$ cat src/rtl/uart_rx.sv
// 8N1 UART receiver: two-flop synchroniser, mid-bit sampling, one-byte holding register with overrun/framing flags.
// Latency: valid rises ~9.5 bit times + 2 cycles after the start edge; no backpressure, a new byte overwrites an unread one.
module uart_rx #(
  parameter int F_CLK = 12000000,
  parameter int BAUD  = 115200,
  parameter int DIV   = F_CLK / BAUD
) (
  input  logic       clk,
  input  logic       n_reset,
  input  logic       rx,
  input  logic       rd_ack,
  output logic [7:0] data,
  output logic       valid,
  output logic       overrun,
  output logic       frame_err,
  output logic       busy
);

  localparam int CW = $clog2(DIV);
  localparam logic [CW-1:0] CNT_FULL = CW'(DIV - 1);
  localparam logic [CW-1:0] CNT_HALF = CW'(DIV / 2 - 1);

  generate
    if (DIV < 4) begin : g_div_chk
      $error("uart_rx: DIV must be >= 4");
    end
  endgenerate

  typedef enum logic [2:0] {
    IDLE    = 3'd0,
    START   = 3'd1,
    DATA    = 3'd2,
    STOP    = 3'd3,
    WAIT_HI = 3'd4
  } state_t;

  state_t        state, state_nxt;
  logic          rx_m, rx_s;
  logic [CW-1:0] cnt;
  logic [2:0]    bit_idx;
  logic [7:0]    shift;
  logic          tick;
  logic          load;
  logic          bad_stop;

  assign tick     = (cnt == '0);
  assign load     = (state == STOP) && tick && rx_s;
  assign bad_stop = (state == STOP) && tick && !rx_s;

  // Synchroniser presets to idle-high so reset release never looks like a start bit.
  always_ff @(posedge clk or negedge n_reset) begin
    if (!n_reset) begin
      rx_m <= 1'b1;
      rx_s <= 1'b1;
    end else begin
      rx_m <= rx;
      rx_s <= rx_m;
    end
  end

  always_ff @(posedge clk or negedge n_reset) begin
    if (!n_reset) state <= IDLE;
    else          state <= state_nxt;
  end

  always_comb begin
    state_nxt = state;
    case (state)
      IDLE:    if (!rx_s) state_nxt = START;
      START:   if (tick) state_nxt = rx_s ? IDLE : DATA;
      DATA:    if (tick && bit_idx == 3'd7) state_nxt = STOP;
      STOP:    if (tick) state_nxt = rx_s ? IDLE : WAIT_HI;
      WAIT_HI: if (rx_s) state_nxt = IDLE;
      default: state_nxt = IDLE;
    endcase
  end

  always_comb begin
    busy = 1'b0;
    if (state != IDLE) busy = 1'b1;
  end

  // Half-bit preload centres every later sample inside its bit cell.
  always_ff @(posedge clk or negedge n_reset) begin
    if (!n_reset) begin
      cnt     <= '0;
      bit_idx <= '0;
      shift   <= '0;
    end else begin
      case (state)
        IDLE: if (!rx_s) cnt <= CNT_HALF;
        START: begin
          if (tick) begin
            cnt     <= CNT_FULL;
            bit_idx <= '0;
          end else begin
            cnt <= cnt - 1'b1;
          end
        end
        DATA: begin
          if (tick) begin
            shift   <= {rx_s, shift[7:1]};
            bit_idx <= bit_idx + 1'b1;
            cnt     <= CNT_FULL;
          end else begin
            cnt <= cnt - 1'b1;
          end
        end
        STOP: if (!tick) cnt <= cnt - 1'b1;
        default: ;
      endcase
    end
  end

  // A load coinciding with rd_ack wins: the fresh byte stays valid and overrun clears.
  always_ff @(posedge clk or negedge n_reset) begin
    if (!n_reset) begin
      data      <= 8'h00;
      valid     <= 1'b0;
      overrun   <= 1'b0;
      frame_err <= 1'b0;
    end else begin
      if (load) begin
        data      <= shift;
        valid     <= 1'b1;
        frame_err <= 1'b0;
        overrun   <= rd_ack ? 1'b0 : (overrun | valid);
      end else if (rd_ack) begin
        valid   <= 1'b0;
        overrun <= 1'b0;
      end
      if (bad_stop) frame_err <= 1'b1;
    end
  end

endmodule
$ cat config.mk
export PLATFORM = sky130hd
export DESIGN_NAME = uart_rx
export DESIGN_NICKNAME = d
export VERILOG_FILES = /design/src/rtl/uart_rx.sv
export SDC_FILE = /design/constraint.sdc
export NUM_CORES = 1
export LEC_CHECK = 0
export CAP_MARGIN = 20
export CORE_ASPECT_RATIO = 1.2
export CORE_MARGIN = 2
export CORE_UTILIZATION = 55
export CTS_CLUSTER_DIAMETER = 150
export DETAILED_ROUTE_END_ITERATION = 8
export PLACE_DENSITY_LB_ADDON = 0.25
export SYNTH_ARGS = -nofsm -noshare
export SYNTH_HDL_FRONTEND = slang
export SYNTH_SLANG_ARGS = --single-unit
$ cat constraint.sdc
create_clock -name clk -period 2.4 [get_ports clk]
set_clock_uncertainty 0.05 [all_clocks]
set_input_delay 0.24 -clock clk [delete_from_list [all_inputs] [get_ports clk]]
set_output_delay 0.24 -clock clk [all_outputs]
set_load 0.005 [all_outputs]
==> results of run 1 <==
-- path summary, 6_finish.rpt --
path | end | slack, ps | cells past startpoint
max | bit_idx[0]$_DFFE_PN0P_ | 330 | 5
min | cnt[3]$_DFFE_PN0P_ | 250 | 2
max reg2reg | bit_idx[0]$_DFFE_PN0P_ | 330 | 5
min reg2reg | rx_s$_DFF_PN1_ | 310 | 0
max in group asynchronous | rx_s$_DFF_PN1_ | 1720 | 2
min in group clk | rx_m$_DFF_PN1_ | 270 | 1
-- report_power, final --
part           total [mW]  switching (mW)  leakage, nW  internal (mW)
logic              0.0171          0.0115        0.389        0.00567
registers           0.578         0.00230        0.453          0.576
clock network       0.302           0.188       0.0245          0.114
-- metal layers --
metal	share of wire (%)	global-route usage [%]	vias to the layer above	routed length [µm]
met5	0	0	-	0
met4	1.4	8.333	0	40
met3	3.3	6.938	4	94
met2	52	33.59	19	1489
met1	43	24.43	541	1226
li1	-	-	515	-
-- cells by family (layout without fill, tap and decap cells) --
logic type / Yosys count / in the layout / synth area share, %
AND/OR/NAND/NOR: 37 / 37 / 14.77
buffers and inverters: 13 / 34 / 3.554
XOR/XNOR: 1 / 1 / 0.5530
flip-flops: 34 / 34 / 53.87
adder cells (fa/ha/maj): 4 / 4 / 3.160
multiplexers: 19 / 19 / 13.43
AO/OA/AOI/OAI: 24 / 24 / 10.66
-- through the flow --
stage	util [%]	instance area (µm²)	setup slack (ps)	hold WS, ps
2_1_floorplan	-	1584	433.2	-105.6
3_3_place_gp	64.49	1779	390.5	296.7
3_5_place_dp	64.49	1779	359.4	298.8
4_1_cts	66.53	1836	341.9	243.8
5_1_grt	66.53	1836	160.0	234.9
6_report	66.53	1836	326.9	245.9
-- area by class of cell --
cell class / instances / area share (%)
Tap cell: 34 / 2.318
Multi-Input combinational cell: 85 / 37.08
Clock inverter: 2 / 0.8180
Inverter: 8 / 1.636
Sequential cell: 34 / 46.49
Timing Repair Buffer: 18 / 9.407
Clock buffer: 6 / 2.249
-- layout by cell type, fill, tap and decap left out, types with 4 or more instances in the layout --
cell / synthesis / final
nand2_1: 6 / 6
o21ai_0: 4 / 4
clkbuf_4: 0 / 5
inv_1: 8 / 8
nor3_1: 5 / 5
ha_1: 4 / 4
clkdlybuf4s50_1: 0 / 15
nor2_1: 8 / 8
dfrtp_1: 32 / 32
a21oi_1: 6 / 6
mux2_2: 18 / 18
-- state kept, by name, summed over array words and instances (netlist names) --
signal,flops
state,3
bit_idx,3
valid,1
frame_err,1
rx_m,1
cnt,7
shift,8
rx_s,1
data,8
overrun,1
==> impl_metrics.yaml, run 1 <==
worst_setup_path:
  cp.required_ps: 2580
  startpoint_type: "flip-flop"
  crit_family: "simple AND/OR/NAND/NOR gates"
  critPathCaptureType: "flip-flop"
  cp.arrival_ps: 2250
  worst-path-buf-inv: 1
  slowest_stage: "or4_4"
  critPathLaunch: "cnt[0]$_DFFE_PN0P_"
  critPathMaxStageDelay_ps: 530
  critical_path.max_fanout: 5
  path_cells: "inv_1, ha_1, or3b_4, or4_4, mux2_2"
  reg2reg_from: "cnt[0]$_DFFE_PN0P_"
  path_class: "flip-flop to flip-flop"
sta:
  tightestPinTransition_ps: 429.3
  max_freq_ghz: 0.4824
  max_slew_margin_pct: 71.21
  period_needed_ps: 2073
  setup_viol: 0
  final_max_slew_viol_count: 0
  rsz0062_at_grt: "false"
  period_share_pct: 86.38
  tns_ps: 0
  hold_violations: 0
final_layout:
  area_delta_synth_final_pct: 15.88
  drive_gt1_share_pct: 27.45
  fillers: 220
  final_cell_count_no_fill: 187
  fin_nets: 160
  multi_input_area_um2: 680.7
  ff_latch_area_um2: 853.3
  antenna-diode-count: 0
power_and_ir_drop:
  leakage_nw: 0.8666
  peakVddDrop_mv: 0.3995
  finalPower_uw: 897.1
  power.density_mw_per_mm2: 488.7
die:
  die-area_mm2: 0.003327
  ioPinCount: 16
  die_w_um: 52.99
  num_rows: 21
  core-area_mm2: 0.002759
  die_h_um: 62.79
  start_util_pct: 57.41
clocking:
  numCtsBuffers: 5
  cts_tree: "built"
  cts_root_buf: "clkbuf_4"
  clock_latency_ps: 330
  cts_max_path_buffers: 2
  ctsResizeCount: 0
  clk_pin_slew_worst_paths_ps: 110
  cts_setup_buffers: 0
  clock-sinks: 34
  cts_hold_buf: 0
  cts.htree.levels: 2
yosys:
  netlist_top_cells_area: "dfrtp_1 51%, mux2_2 13%, dfstp_2 3.3%"
  syn-cell-area_mm2: 0.001584
  synth_fp_nets: 140
  synth_most_common_cell: "dfrtp_1"
  yosys-top-cells-count: "32 x dfrtp_1, 18 x mux2_2, 8 x inv_1, 8 x nor2_1"
  synth_top_area_share_pct: 50.55
  yosys.area.top_type: "dfrtp_1"
  synth_cells: 132
  ys_warn_count: 0
  synth_ff_type: "dfrtp_1"
  synth-edff-count: 0
  async_flop_share_pct: 100.0
  synth.avg_cell_area_um2: 12.00
  synthDistinctLibCells: 39
  yosysSeqAreaShare_pct: 53.87
  ys_ff_latch: 34
detailed_routing:
  post_drt_wl_per_cell_um: 15.24
  ant_nets: 0
  vias: 1079
  vias_per_cell: 5.770
  drc: 0
  drt-initial-drc-count: 17
  firstDrtPassIters: 4
  wirelength_um: 2850
placed_design:
  hpwlAfterDp_um: 2084
  place_inst: 179
  place.gp.congestion: 0.8392
  io_buffers: 15
grt:
  grt-ovfl-total: 0
  grt_max_degree: 35
  antenna_found_initial: 0
  grt_pass1_vias: 1114
  gr-usage-all-layers_pct: 20.62
  grt_pass1_wl_um: 5057
min_path:
  hold_class: "primary input to asynchronous set/reset pin"
run:
  maxCapViolCount: 0
status:
  status: "finished, final reports clean"
Power figures use the tool's default switching activity.
==> run 2, diff against run 1 <==
--- a/config.mk
+++ b/config.mk
@@ -10,6 +10,7 @@
 export CORE_MARGIN = 2
 export CORE_UTILIZATION = 55
 export CTS_CLUSTER_DIAMETER = 150
+export CTS_CLUSTER_SIZE = 16
 export DETAILED_ROUTE_END_ITERATION = 8
 export PLACE_DENSITY_LB_ADDON = 0.25
 export SYNTH_ARGS = -nofsm -noshare
==> results of run 2 <==
No change in the layout: final DEF, timing and power equal those of run 1.
